===== src/rtl/ptol_if.sv =====
// Request/acknowledge bundle between a pulse-to-level converter and its consumer.
// The master drives events and acknowledges, and the slave drives the request level and status.
interface ptol_if #(
    parameter int CNT_W = 4
) ();
    logic             sig_i;
    logic             ack_i;
    logic             sig_o;
    logic [CNT_W-1:0] pend_o;
    logic             ovf_o;
    logic             tmo_o;

    modport master (
        output sig_i,
        output ack_i,
        input  sig_o,
        input  pend_o,
        input  ovf_o,
        input  tmo_o
    );

    modport slave (
        input  sig_i,
        input  ack_i,
        output sig_o,
        output pend_o,
        output ovf_o,
        output tmo_o
    );
endinterface


===== src/rtl/ptol.sv =====
// ptol: turns event pulses into acknowledged level requests, queueing events that arrive while busy.
// Define PTOL_TIMEOUT_EN to release an unacknowledged request after TIMEOUT cycles.
module ptol #(
    parameter int CNT_W   = 4,
    parameter int TIMEOUT = 16
) (
    input  logic  clk,
    input  logic  resetn,
    ptol_if.slave bus
);
    typedef enum logic [1:0] {
        IDLE = 2'd0,
        HOLD = 2'd1,
        GAP  = 2'd2
    } state_t;

    localparam logic [CNT_W-1:0] PEND_MAX = '1;

    if ((TIMEOUT < 1) || (TIMEOUT > 65535)) begin : g_bad_timeout
        $error("ptol: TIMEOUT out of range");
    end

    state_t           state;
    state_t           state_nx;
    logic [CNT_W-1:0] pend_q;
    logic [CNT_W-1:0] pend_nx;
    logic             sig_q;
    logic             ovf_q;
    logic             ovf_nx;
    logic             inc;
    logic             dec;
    logic             tmo_hit;
    logic             release_req;

`ifdef PTOL_TIMEOUT_EN
    localparam logic [15:0] TMO_LAST = 16'(TIMEOUT - 1);

    logic [15:0] tmo_cnt;
    logic        tmo_q;

    // The counter sits at zero outside HOLD, so every HOLD entry starts a fresh count.
    always_ff @(posedge clk or negedge resetn) begin
        if (!resetn) begin
            tmo_cnt <= 16'd0;
            tmo_q   <= 1'b0;
        end else begin
            if (state == HOLD) tmo_cnt <= tmo_cnt + 16'd1;
            else               tmo_cnt <= 16'd0;
            tmo_q <= tmo_hit && !bus.ack_i;
        end
    end

    assign tmo_hit   = (state == HOLD) && (tmo_cnt == TMO_LAST);
    assign bus.tmo_o = tmo_q;
`else
    assign tmo_hit   = 1'b0;
    assign bus.tmo_o = 1'b0;
`endif

    assign release_req = bus.ack_i || tmo_hit;

    always_ff @(posedge clk or negedge resetn) begin
        if (!resetn) begin
            state  <= IDLE;
            sig_q  <= 1'b0;
            pend_q <= '0;
            ovf_q  <= 1'b0;
        end else begin
            state  <= state_nx;
            sig_q  <= (state_nx == HOLD);
            pend_q <= pend_nx;
            ovf_q  <= ovf_nx;
        end
    end

    // Leaving HOLD looks at the pending count including this cycle's event, so a same-cycle event re-issues.
    always_comb begin
        state_nx = state;
        unique case (state)
            IDLE:    if (bus.sig_i) state_nx = HOLD;
            HOLD:    if (release_req) state_nx = (pend_nx != '0) ? GAP : IDLE;
            GAP:     state_nx = HOLD;
            default: state_nx = IDLE;
        endcase
    end

    // An event in IDLE becomes the request itself, so only HOLD and GAP events enter the queue.
    always_comb begin
        inc     = bus.sig_i && (state != IDLE);
        dec     = (state == GAP) && (pend_q != '0);
        pend_nx = pend_q;
        ovf_nx  = 1'b0;
        if (inc && !dec) begin
            if (pend_q == PEND_MAX) ovf_nx  = 1'b1;
            else                    pend_nx = pend_q + CNT_W'(1);
        end else if (dec && !inc) begin
            pend_nx = pend_q - CNT_W'(1);
        end
    end

    assign bus.sig_o  = sig_q;
    assign bus.pend_o = pend_q;
    assign bus.ovf_o  = ovf_q;
endmodule


===== src/flat_wrapper.sv =====
// flat-port wrapper written by rule: the top's interface ports become plain ports
module ptol_flat 
#(
    parameter int CNT_W   = 4,
    parameter int TIMEOUT = 16
)
  (clk, resetn, bus_sig_i, bus_ack_i, bus_sig_o, bus_pend_o, bus_ovf_o, bus_tmo_o);
  ptol_if #(.CNT_W(CNT_W)) bus_i ();
  input  logic clk;
  input  logic resetn;
  input wire logic [$bits(bus_i.sig_i)-1:0] bus_sig_i;
  input wire logic [$bits(bus_i.ack_i)-1:0] bus_ack_i;
  output wire logic [$bits(bus_i.sig_o)-1:0] bus_sig_o;
  output wire logic [$bits(bus_i.pend_o)-1:0] bus_pend_o;
  output wire logic [$bits(bus_i.ovf_o)-1:0] bus_ovf_o;
  output wire logic [$bits(bus_i.tmo_o)-1:0] bus_tmo_o;
  assign bus_i.sig_i = bus_sig_i;
  assign bus_i.ack_i = bus_ack_i;
  assign bus_sig_o = bus_i.sig_o;
  assign bus_pend_o = bus_i.pend_o;
  assign bus_ovf_o = bus_i.ovf_o;
  assign bus_tmo_o = bus_i.tmo_o;
  ptol #(.CNT_W(CNT_W), .TIMEOUT(TIMEOUT)) u_core (.clk(clk), .resetn(resetn), .bus(bus_i));
endmodule

===== config.mk =====
export PLATFORM = sky130hd
export DESIGN_NAME = ptol_flat
export DESIGN_NICKNAME = d
export VERILOG_FILES = /design/src/rtl/ptol_if.sv /design/src/rtl/ptol.sv /design/src/flat_wrapper.sv
export SDC_FILE = /design/constraint.sdc
export NUM_CORES = 1
export LEC_CHECK = 0
export CAP_MARGIN = 15
export CORE_AREA = 8 8 45 47
export CTS_CLUSTER_SIZE = 16
export DETAILED_ROUTE_END_ITERATION = 7
export DIE_AREA = 0 0 53 55
export DONT_BUFFER_PORTS = 1
export GPL_TIMING_DRIVEN = 0
export PLACE_DENSITY = 0.56
export SETUP_SLACK_MARGIN = 0.15
export SYNTH_ARGS = -nofsm -noshare
export SYNTH_HDL_FRONTEND = slang
export SYNTH_SLANG_ARGS = --single-unit

===== constraint.sdc =====
create_clock -name clk -period 1.9 [get_ports clk]
set_input_delay 0.38 -clock clk [delete_from_list [all_inputs] [get_ports clk]]
set_output_delay 0.38 -clock clk [all_outputs]
set_load 0.005 [all_outputs]

After elaboration in Yosys (flattened, before gate mapping)
Cells that the tools add are included.

operators by class
  $add $sub $neg = 2
  equality and inequality tests = 4
  mux-type cells = 9
  reductions and logical operators = 10

operators by type and width
  kind                 count
  $mux 4               3
  $reduce_bool 4->1    2
  $mux 2               3
  $pmux 2 s3           1
  $add 4x1->4 const B  1
  $eq 2x1->1 const B   2
  $eq 4x4->1 const B   1
  $logic_and 1x1->1    4
  $sub 4x1->4 const B  1
  $eq 2x2->1 const B   1
  $logic_not 1->1      2
  $logic_not 2->1      1
  $mux 1               2
  $reduce_bool 2->1    1

word-level totals
  register bits after elaboration = 8
  logic and storage cells = 29
  input bits = 4

Depth between registers and ports, before layout
Gate-level depths: netlist (run 1).

  word-level depth = 11
  mapped depth = 7
  mapped depth without buffers = 7

Least setup slack after synthesis (run 1)
OpenSTA, ideal clock, no wires.

  path kind = register to register
  from = reg u_core.pend_q[0], in the netlist u_core.bus.pend_o[0]
  to = reg u_core.state[1]
  buffers on the path = 0
  cell stages (with the launch flop) = 8
  arrival = 1.624 ns
  clock period less this slack = 1.748 ns
  setup slack = 0.152 ns
  path through = dfrtp_1 -> inv_1 -> ha_1 -> nor4bb_1 -> o221ai_1 -> mux2i_1 -> a32oi_1 -> o31a_1

on the way
  word-level cells in the longest chain between the ends = 9
  elaborated cells on any way between the ends = 15
  classes of those cells = add/sub (2); eq/ne (1); mux (6); reduce/logical (6)

ends and longest elaborated chain
  what                                                                 RTL line    RTL
  start, declared                                                      ptol.sv:25  logic [CNT_W-1:0] pend_q;
  start signal, assigned                                               ptol.sv:71  pend_q <= pend_nx;
  parallel branches: the longest is 4 deep, another holds $sub 4x1->4  n/a
  $mux 4 (*)                                                           ptol.sv:93  if (inc && !dec) begin
  $reduce_bool 4->1 (*)                                                ptol.sv:81  HOLD: if (release_req) state_nx = (pend_nx != '0) ? GAP : IDLE;
  $mux 2 (*) (2 in series)                                             ptol.sv:81
  $pmux 2 s3 (*)                                                       ptol.sv:79  unique case (state)
  net u_core.state_nx[1]                                               ptol.sv:24  state_t state_nx;
  end signal, assigned                                                 ptol.sv:69  state <= state_nx;
  end, declared                                                        ptol.sv:23  state_t state;

Mark *: on every way through the listed nets, which the timed path passes.

Final worst setup path (run 1)
  from = reg u_core.pend_q[3], in the netlist u_core.bus.pend_o[3]
  to = reg u_core.state[1]

The elaborated chain is that of the path after synthesis.

==> summary.md, run 1 <==
| Metric | Value |
|---|---|
| Yosys synthesis warning count | `0` |
| Unique masters post-synth | `26` |
| GPL Wtd Cong | `0.807` |
| Maximum fanout along the worst path | `10` |
| Arrival time reported for the critical path endpoint | `1.82 ns` |
| Count of boundary I/O pins | `11` |
| Total core area | `1380 µm²` |
| Residual overflow from global routing | `0` |
| Leading area contributor after synthesis | `sky130_fd_sc_hd__dfrtp_1` |
| Total GRT Usage | `0.0847` |
| Register-to-register setup slack | `0.21 ns` |
| Critical Path End Type | `register` |
| Iter 0 DRT Violations | `6` |
| Combinational family with the most area after synthesis | `compound AO/OA/AOI/OAI gates` |
| Required time at the worst-slack endpoint | `2.03 ns` |
| Antenna violations before repair | `0` |
| Final setup margin | `0.209 ns` |
| Number of buffers added on ports | `0` |
| Maximum clock frequency | `591 MHz` |
| Final cycle utilization of the critical path | `0.890` |
| Vias after detailed routing | `411` |
| CTS clk-pin slew, worst paths | `0.06 ns` |
| Share of post-route cells with drive strength above 1 | `0.351` |
| Number of placed cells counting well taps | `67` |
| Finished Layout Cells | `73` |
| Worst Skew | `0.00870 ns` |
| Layout overhead on the synthesized area | `24.3%` |
| Dpl hpwl | `824 µm` |
| Simple-gate area share of the yosys netlist | `0.165` |
| Type of element launching the critical path | `register` |
| H-tree levels | `1` |
| Post-synth top flop | `sky130_fd_sc_hd__dfrtp_1` |
| Time the worst path needs with I/O delays and setup | `1.69 ns` |
| Total Die Area | `2920 µm²` |
| Share of synthesized area spent on multiplexers | `0.0426` |
| Fill cell total of the finished layout | `144` |
| Count of endpoints failing hold in the final timing report | `0` |
| Average size of a mapped cell | `9.79 µm²` |
| Gate count after technology mapping | `51` |
| Number of global-route vias before repair | `371` |
| X dimension of the die | `53 µm` |
| Post-route DRC violation count | `0` |
| Diodes inserted | `0` |
| Total standard cell area after synthesis | `499 µm²` |
| Fraction of the mapped netlist area in adder cells | `0.0501` |
| Initial core utilization | `0.361` |
| Leading post-synthesis cells by instance count | `sky130_fd_sc_hd__dfrtp_1, sky130_fd_sc_hd__nand2_1, sky130_fd_sc_hd__inv_1, sky130_fd_sc_hd__nor2_1` |
| TritonRoute pass-1 iters | `4` |
| CTS tree | `done` |
| Type of the tightest min-delay check | `input pin to register` |
| Setup TNS after final layout | `0 ns` |
| Crit Path Category | `register to register` |
| Cell leakage power | `0.242 nW` |
| CTS Sinks | `8` |
| Power per standard cell area | `1710 nW/µm²` |
| Wire per inst | `16.2 µm` |
| Number of synthesized flops with an enable pin | `0` |
| Seq cells post-synth | `8` |
| Final number of max-transition violations | `0` |
| Utilization after layout | `0.448` |
| Number of routed nets with antenna violations | `0` |
| Most repeated cell in the gate-level netlist after synthesis | `sky130_fd_sc_hd__dfrtp_1` |
| Number of buffers created by CTS | `3` |
| Async S/R FF share, synth | `1.00` |
| Skew-Pair Late Insertion Delay | `0.26 ns` |
| Final setup violation count | `0` |
| Max Root-Sink Buffers | `2` |
| XOR/XNOR share of the synthesized area | `0.0175` |
| Global-route wire length before repair | `1.76 mm` |
| Maximum number of pins on one net before global-route repair | `11` |
| RSZ-0062 raised after global routing | `true` |
| Buffer cell driving the clock tree root | `sky130_fd_sc_hd__clkbuf_4` |
| Die span in y | `55 µm` |
| Net count of the mapped netlist | `57` |
| Top cells by area in the synthesized netlist | `sky130_fd_sc_hd__dfrtp_1, sky130_fd_sc_hd__o311ai_1, sky130_fd_sc_hd__ha_1` |
| Synthesized-area fraction occupied by ao, oa, aoi and oai cells | `0.233` |
| Post-layout nets | `65` |
| Max-cap violations | `0` |
| Status | `finished clean` |
| Via-to-Cell Ratio | `5.63` |
| Peak ir drop on the vdd network | `824 µV` |
| Worst setup slack before clock tree synthesis | `-0.102 ns` |
| Area share of the leading cell type in the synthesized netlist | `0.401` |
| Total routed wirelength | `1.18 mm` |
| Part of the Yosys area used for sequential elements | `0.401` |
| Standard-cell rows | `14` |
[path summary, 6_finish.rpt]
| path | startpoint | to | cells past startpoint |
|---|---|---|---|
| worst max-delay path | u_core.bus.pend_o[3]$_DFF_PN0_ | u_core.state[1]$_DFF_PN0_ | 5 |
| worst min-delay path | bus_ack_i | u_core.state[1]$_DFF_PN0_ | 3 |
| worst max register to register | u_core.bus.pend_o[3]$_DFF_PN0_ | u_core.state[1]$_DFF_PN0_ | 5 |
| worst min register to register | u_core.state[0]$_DFF_PN0_ | u_core.bus.pend_o[2]$_DFF_PN0_ | 2 |
| max in group asynchronous | resetn | u_core.bus.pend_o[0]$_DFF_PN0_ | 1 |
| min in group asynchronous | resetn | u_core.bus.pend_o[3]$_DFF_PN0_ | 1 |
[sequential cells by signal, indices dropped and copies added, names as in the netlist]
register and cells:
u_core.bus.pend_o 4, u_core.bus.ovf_o 1, u_core.state 2, u_core.bus.sig_o 1
[metal layers]
| metal | vias up | wire [µm] | GRT usage |
|---|---|---|---|
| li1 | 207 | - | - |
| met1 | 191 | 478 | 0.0929 |
| met2 | 11 | 590 | 0.129 |
| met3 | 2 | 101 | 0.0428 |
| met4 | 0 | 13 | 0.0517 |
| met5 | - | 0 | 0 |
[worst max-delay path, cell delays in order, from the launching register on]
cell,delay [ns]
sky130_fd_sc_hd__dfrtp_1,0.54
sky130_fd_sc_hd__nor4bb_4,0.36
sky130_fd_sc_hd__o221ai_2,0.15
sky130_fd_sc_hd__mux2i_1,0.18
sky130_fd_sc_hd__a32oi_1,0.08
sky130_fd_sc_hd__o31a_1,0.25
[cells by family after synthesis]
family | Yosys count
adders and majority gates | 2
AOI/OAI and AO/OA | 14
and+or+nand+nor | 16
muxes | 2
xor gates and xnor gates | 1
other | 1
buffers and inverters | 7
DFF | 8
[cell type report]
| class | count | area (µm²) | area share |
|---|---|---|---|
| Buffer | 3 | 26.3 | 0.0423 |
| Timing Repair Buffer | 3 | 25.0 | 0.0403 |
| Multi-Input combinational cell | 36 | 309 | 0.498 |
| Tap cell | 16 | 20.0 | 0.0323 |
| Clock buffer | 3 | 22.5 | 0.0363 |
| Inverter | 4 | 15.0 | 0.0242 |
| Sequential cell | 8 | 203 | 0.327 |
[placed cells by master (no fill, tap or decap)]
cell type,instances
sky130_fd_sc_hd__ha_1,1
sky130_fd_sc_hd__o311ai_1,2
sky130_fd_sc_hd__o21ai_0,3
sky130_fd_sc_hd__mux2_2,1
sky130_fd_sc_hd__xnor2_1,1
sky130_fd_sc_hd__nand3_1,1
sky130_fd_sc_hd__dfrtp_1,6
sky130_fd_sc_hd__nor4_1,1
sky130_fd_sc_hd__a21oi_1,1
sky130_fd_sc_hd__nand4_1,1
sky130_fd_sc_hd__o221ai_2,1
sky130_fd_sc_hd__inv_2,2
sky130_fd_sc_hd__buf_6,1
sky130_fd_sc_hd__nand2_1,5
sky130_fd_sc_hd__a32oi_1,1
sky130_fd_sc_hd__nand4b_1,1
sky130_fd_sc_hd__nor4bb_4,1
sky130_fd_sc_hd__a221oi_2,1
sky130_fd_sc_hd__o311ai_4,1
sky130_fd_sc_hd__mux2i_1,1
sky130_fd_sc_hd__dfrtp_2,2
sky130_fd_sc_hd__nand2b_1,1
sky130_fd_sc_hd__nor2_1,4
sky130_fd_sc_hd__o221ai_1,1
sky130_fd_sc_hd__o31a_2,2
sky130_fd_sc_hd__o31a_1,1
sky130_fd_sc_hd__inv_1,2
sky130_fd_sc_hd__or3_1,1
sky130_fd_sc_hd__buf_4,4
sky130_fd_sc_hd__ha_4,1
sky130_fd_sc_hd__conb_1,1
sky130_fd_sc_hd__clkbuf_4,3
sky130_fd_sc_hd__dlygate4sd3_1,1
[timing repair]
item                                   CTS  global route
setup buffers                            2             0
hold buffers                             1             0
pin swaps                                2             3
setup endpoints to repair                2             2
endpoints found under the hold margin    8             0
resized for setup                        5             6
[per-stage QoR]
stage	instance area, µm²	hold slack (ns)	power, mW
4_1_cts	581	0.346	0.984
2_1_floorplan	499	0.0844	0.687
3_5_place_dp	519	0.0846	0.784
5_1_grt	621	0.357	1.15
3_3_place_gp	519	0.0846	0.778
6_report	621	0.348	1.06
[report_power, final]
part / switching, mW / leakage [nW] / internal [mW]
Sequential: 0.153 / 0.0944 / 0.251
Combinational: 0.255 / 0.134 / 0.273
Clock: 0.0583 / 0.0138 / 0.0723
Total: 0.466 / 0.242 / 0.597
Power figures use the tool's default switching activity.
==> run 2, diff against run 1 <==
Settings changed: CORE_AREA 8 8 45 47 to 2 2 39 41, DIE_AREA 0 0 53 55 to 0 0 41 43.
==> run 2 against run 1 <==
  * Fmax up 0.12%
  * Sequential power about the same
  * Combinational power about the same
  * Critical path depth increased by 2
  * Global-route usage rose by 9.4 points
  * Die area shrank 40%
  * Clock-buffer cell count did not move
  * Critical endpoint unchanged
  * Largest cell class unchanged
  * Largest power group unchanged
  * Highest routed layer unchanged
==> summary.md, run 2 (same netlist as run 1, synthesis figures left out) <==
| Metric | Value |
|---|---|
| Final std cell area, no fill | `621 µm² (unchanged)` |
| Total routed wirelength | `1.21 mm (+2.6%)` |
| RSZ-0062 raised after global routing | `true` |
| Time the worst path needs with I/O delays and setup | `1.69 ns (-0.00209 ns)` |
| Total Die Area | `1760 µm² (-40%)` |
| Fill cell total of the finished layout | `139 (-3.5%)` |
| Cell leakage power | `0.242 nW (about the same)` |
| Final setup violation count | `0 (unchanged)` |
| Required time at the worst-slack endpoint | `2.05 ns (+0.02 ns)` |
| CP cell instances | `inv_2, ha_4, nor4bb_4, o221ai_2, mux2i_1, a32oi_1, o31a_1` |
| Die span in y | `43 µm (-22%)` |
| Peak ir drop on the vdd network | `782 µV (-5.1%)` |
| Total core area | `1380 µm² (unchanged)` |
| Family with the most delay on the worst path | `compound AO/OA/AOI/OAI gates` |
| Power per standard cell area | `1720 nW/µm² (+0.75%)` |
| Iter 0 DRT Violations | `11 (+5)` |
| CTS clk-pin slew, worst paths | `0.05 ns (about the same)` |
| Share of post-route cells with drive strength above 1 | `0.351 (unchanged)` |
| Initial core utilization | `0.361 (unchanged)` |
| Utilization after layout | `0.448 (unchanged)` |
| Max-cap violations | `0 (unchanged)` |
| Most frequent cells in the layout | `sky130_fd_sc_hd__dfrtp_1, sky130_fd_sc_hd__nand2_1, sky130_fd_sc_hd__buf_4, sky130_fd_sc_hd__nor2_1` |
| Via-to-Cell Ratio | `5.92 (+5.1%)` |
| Vias after detailed routing | `432 (+5.1%)` |
| Worst Skew | `0.00259 ns (-0.00611 ns)` |
| Instance count along the most critical hold path | `3 (unchanged)` |
| Diodes inserted | `0 (unchanged)` |
| X dimension of the die | `41 µm (-23%)` |
| Layout overhead on the synthesized area | `24.3% (unchanged)` |
| Maximum number of pins on one net before global-route repair | `11 (unchanged)` |
| Cell area after placement | `519 µm² (unchanged)` |
| Commonest non-fill, non-tap cell in the layout | `sky130_fd_sc_hd__dfrtp_1` |
| R2r startpoint | `u_core.bus.pend_o[0]$_DFF_PN0_` |
| Register-to-register setup slack | `0.21 ns (about the same)` |
| Arrival time reported for the critical path endpoint | `1.84 ns (+0.02 ns)` |
| Buffer cell driving the clock tree root | `sky130_fd_sc_hd__clkbuf_4` |
| Number of buffers added on ports | `0 (unchanged)` |
| Reg2reg end | `u_core.state[1]$_DFF_PN0_` |
| Status | `finished clean` |
| Skew-Pair Late Insertion Delay | `0.26 ns (about the same)` |
| TritonRoute pass-1 iters | `4 (unchanged)` |
| Final number of max-transition violations | `0 (unchanged)` |
| Worst min-delay path startpoint | `bus_ack_i` |
| Maximum fanout along the worst path | `6 (-4)` |
| Standard-cell rows | `14 (unchanged)` |
| Number of placed cells counting well taps | `67 (unchanged)` |
| Final setup margin | `0.211 ns (+0.00209 ns)` |
| H-tree levels | `1 (unchanged)` |
| Critical path origin | `u_core.bus.pend_o[0]$_DFF_PN0_` |
| Hold Slack | `0.325 ns (-0.0231 ns)` |
| GPL Wtd Cong | `0.759 (-5.9%)` |
| Hold path endpoint | `u_core.state[1]$_DFF_PN0_` |
| Max Root-Sink Buffers | `2 (unchanged)` |
| Worst path max stage delay | `0.45 ns (-0.09 ns)` |
| Antenna violations before repair | `0 (unchanged)` |
| Cell with the largest stage delay on the worst path | `sky130_fd_sc_hd__dfrtp_2` |
| Final Total Pwr | `1.07 mW (+0.75%)` |
| Setup TNS after final layout | `0 ns (unchanged)` |
| Wire per inst | `16.6 µm (+2.6%)` |
| Type of the tightest min-delay check | `input pin to register` |
| Worst setup slack before clock tree synthesis | `-0.0906 ns (+0.0115 ns)` |
| Type of element launching the critical path | `register` |
| Maximum clock frequency | `592 MHz (+0.12%)` |
| Count of endpoints failing hold in the final timing report | `0 (unchanged)` |
| Cells on worst reg2reg path | `7 (+2)` |
| Dpl hpwl | `738 µm (-10%)` |
| Sum of buffers and inverters on the critical path | `1 (+1)` |
| Critical Path End Type | `register` |
| CTS Sinks | `8 (unchanged)` |
| Number of routed nets with antenna violations | `0 (unchanged)` |
| Finished Layout Cells | `73 (unchanged)` |
| Total GRT Usage | `0.178 (+0.0936)` |
| CTS tree | `done` |
| Global-route wire length before repair | `1.96 mm (+11%)` |
| Max reg flops | `4 (unchanged)` |
| Number of buffers created by CTS | `3 (unchanged)` |
| Post-layout nets | `65 (unchanged)` |
| Final cycle utilization of the critical path | `0.889 (-0.00110)` |
| Post-route DRC violation count | `0 (unchanged)` |
| Number of global-route vias before repair | `420 (+13%)` |
| Count of boundary I/O pins | `11 (unchanged)` |
| Residual overflow from global routing | `0 (unchanged)` |
| Crit Path Category | `register to register` |
==> run 2: cell counts in the layout (fill, tap and decap cells not counted) <==
Identical to the previous run, type by type.
==> run 2: area by class of cell <==
| type | count | area [µm²] | share of cell area |
|---|---|---|---|
| multi-input cells | 36 | 309 | 0.498 |
| flip-flops and latches | 8 | 203 | 0.327 |
| plain buffers | 3 | 26.3 | 0.0423 |
| repair buffers | 3 | 25.0 | 0.0403 |
| clock buffers | 3 | 22.5 | 0.0363 |
| well taps | 16 | 20.0 | 0.0323 |
| inverters | 4 | 15.0 | 0.0242 |
==> run 2: power by group <==
group / leakage (nW) / switching, mW / total, mW / internal, mW
clock network: 0.0138 / 0.0647 / 0.137 / 0.0727
logic: 0.134 / 0.254 / 0.528 / 0.274
registers: 0.0944 / 0.154 / 0.405 / 0.251
total: 0.242 / 0.473 / 1.07 / 0.598
==> run 2: layer usage <==
metal / up-vias / global-route usage / wire length [µm]
li1: 208 / - / -
met4: 0 / 0.0800 / 16
met3: 3 / 0.0995 / 114
met2: 17 / 0.275 / 621
met5: - / 0 / 0
met1: 204 / 0.189 / 461
==> run 2: how the worst max path moves through the flow <==
| stage | slack (ns) | endpoint | cells past startpoint |
|---|---|---|---|
| global placement | -0.07 | u_core.state[1]$_DFF_PN0_ | 7 |
| CTS | 0.22 | u_core.state[1]$_DFF_PN0_ | 7 |
| detailed placement | -0.09 | u_core.state[1]$_DFF_PN0_ | 7 |
| global route | 0.09 | u_core.state[1]$_DFF_PN0_ | 7 |
| finish | 0.21 | u_core.state[1]$_DFF_PN0_ | 7 |
| floorplan | 0.15 | u_core.state[1]$_DFF_PN0_ | 7 |
==> run 2: repair_timing <==
| action | CTS | global route |
|---|---|---|
| pin swaps | 3 | 1 |
| endpoints found under the setup margin | 2 | 2 |
| hold buffers | 1 | 0 |
| setup buffers | 2 | 0 |
| hold endpoints to repair | 8 | 0 |
| gates resized for setup | 10 | 1 |
==> run 2: tightest hold or removal path, stage by stage <==
cell and delay, ns:
sky130_fd_sc_hd__nand2_1 0.04, sky130_fd_sc_hd__nor2_1 0.03, sky130_fd_sc_hd__o31a_1 0.09
==> run 3, diff against run 2 <==
Settings changed: SLEW_MARGIN from default to 10.
==> results of run 3 <==
Same layout as run 2: the final DEF is identical, and so are final timing and power.
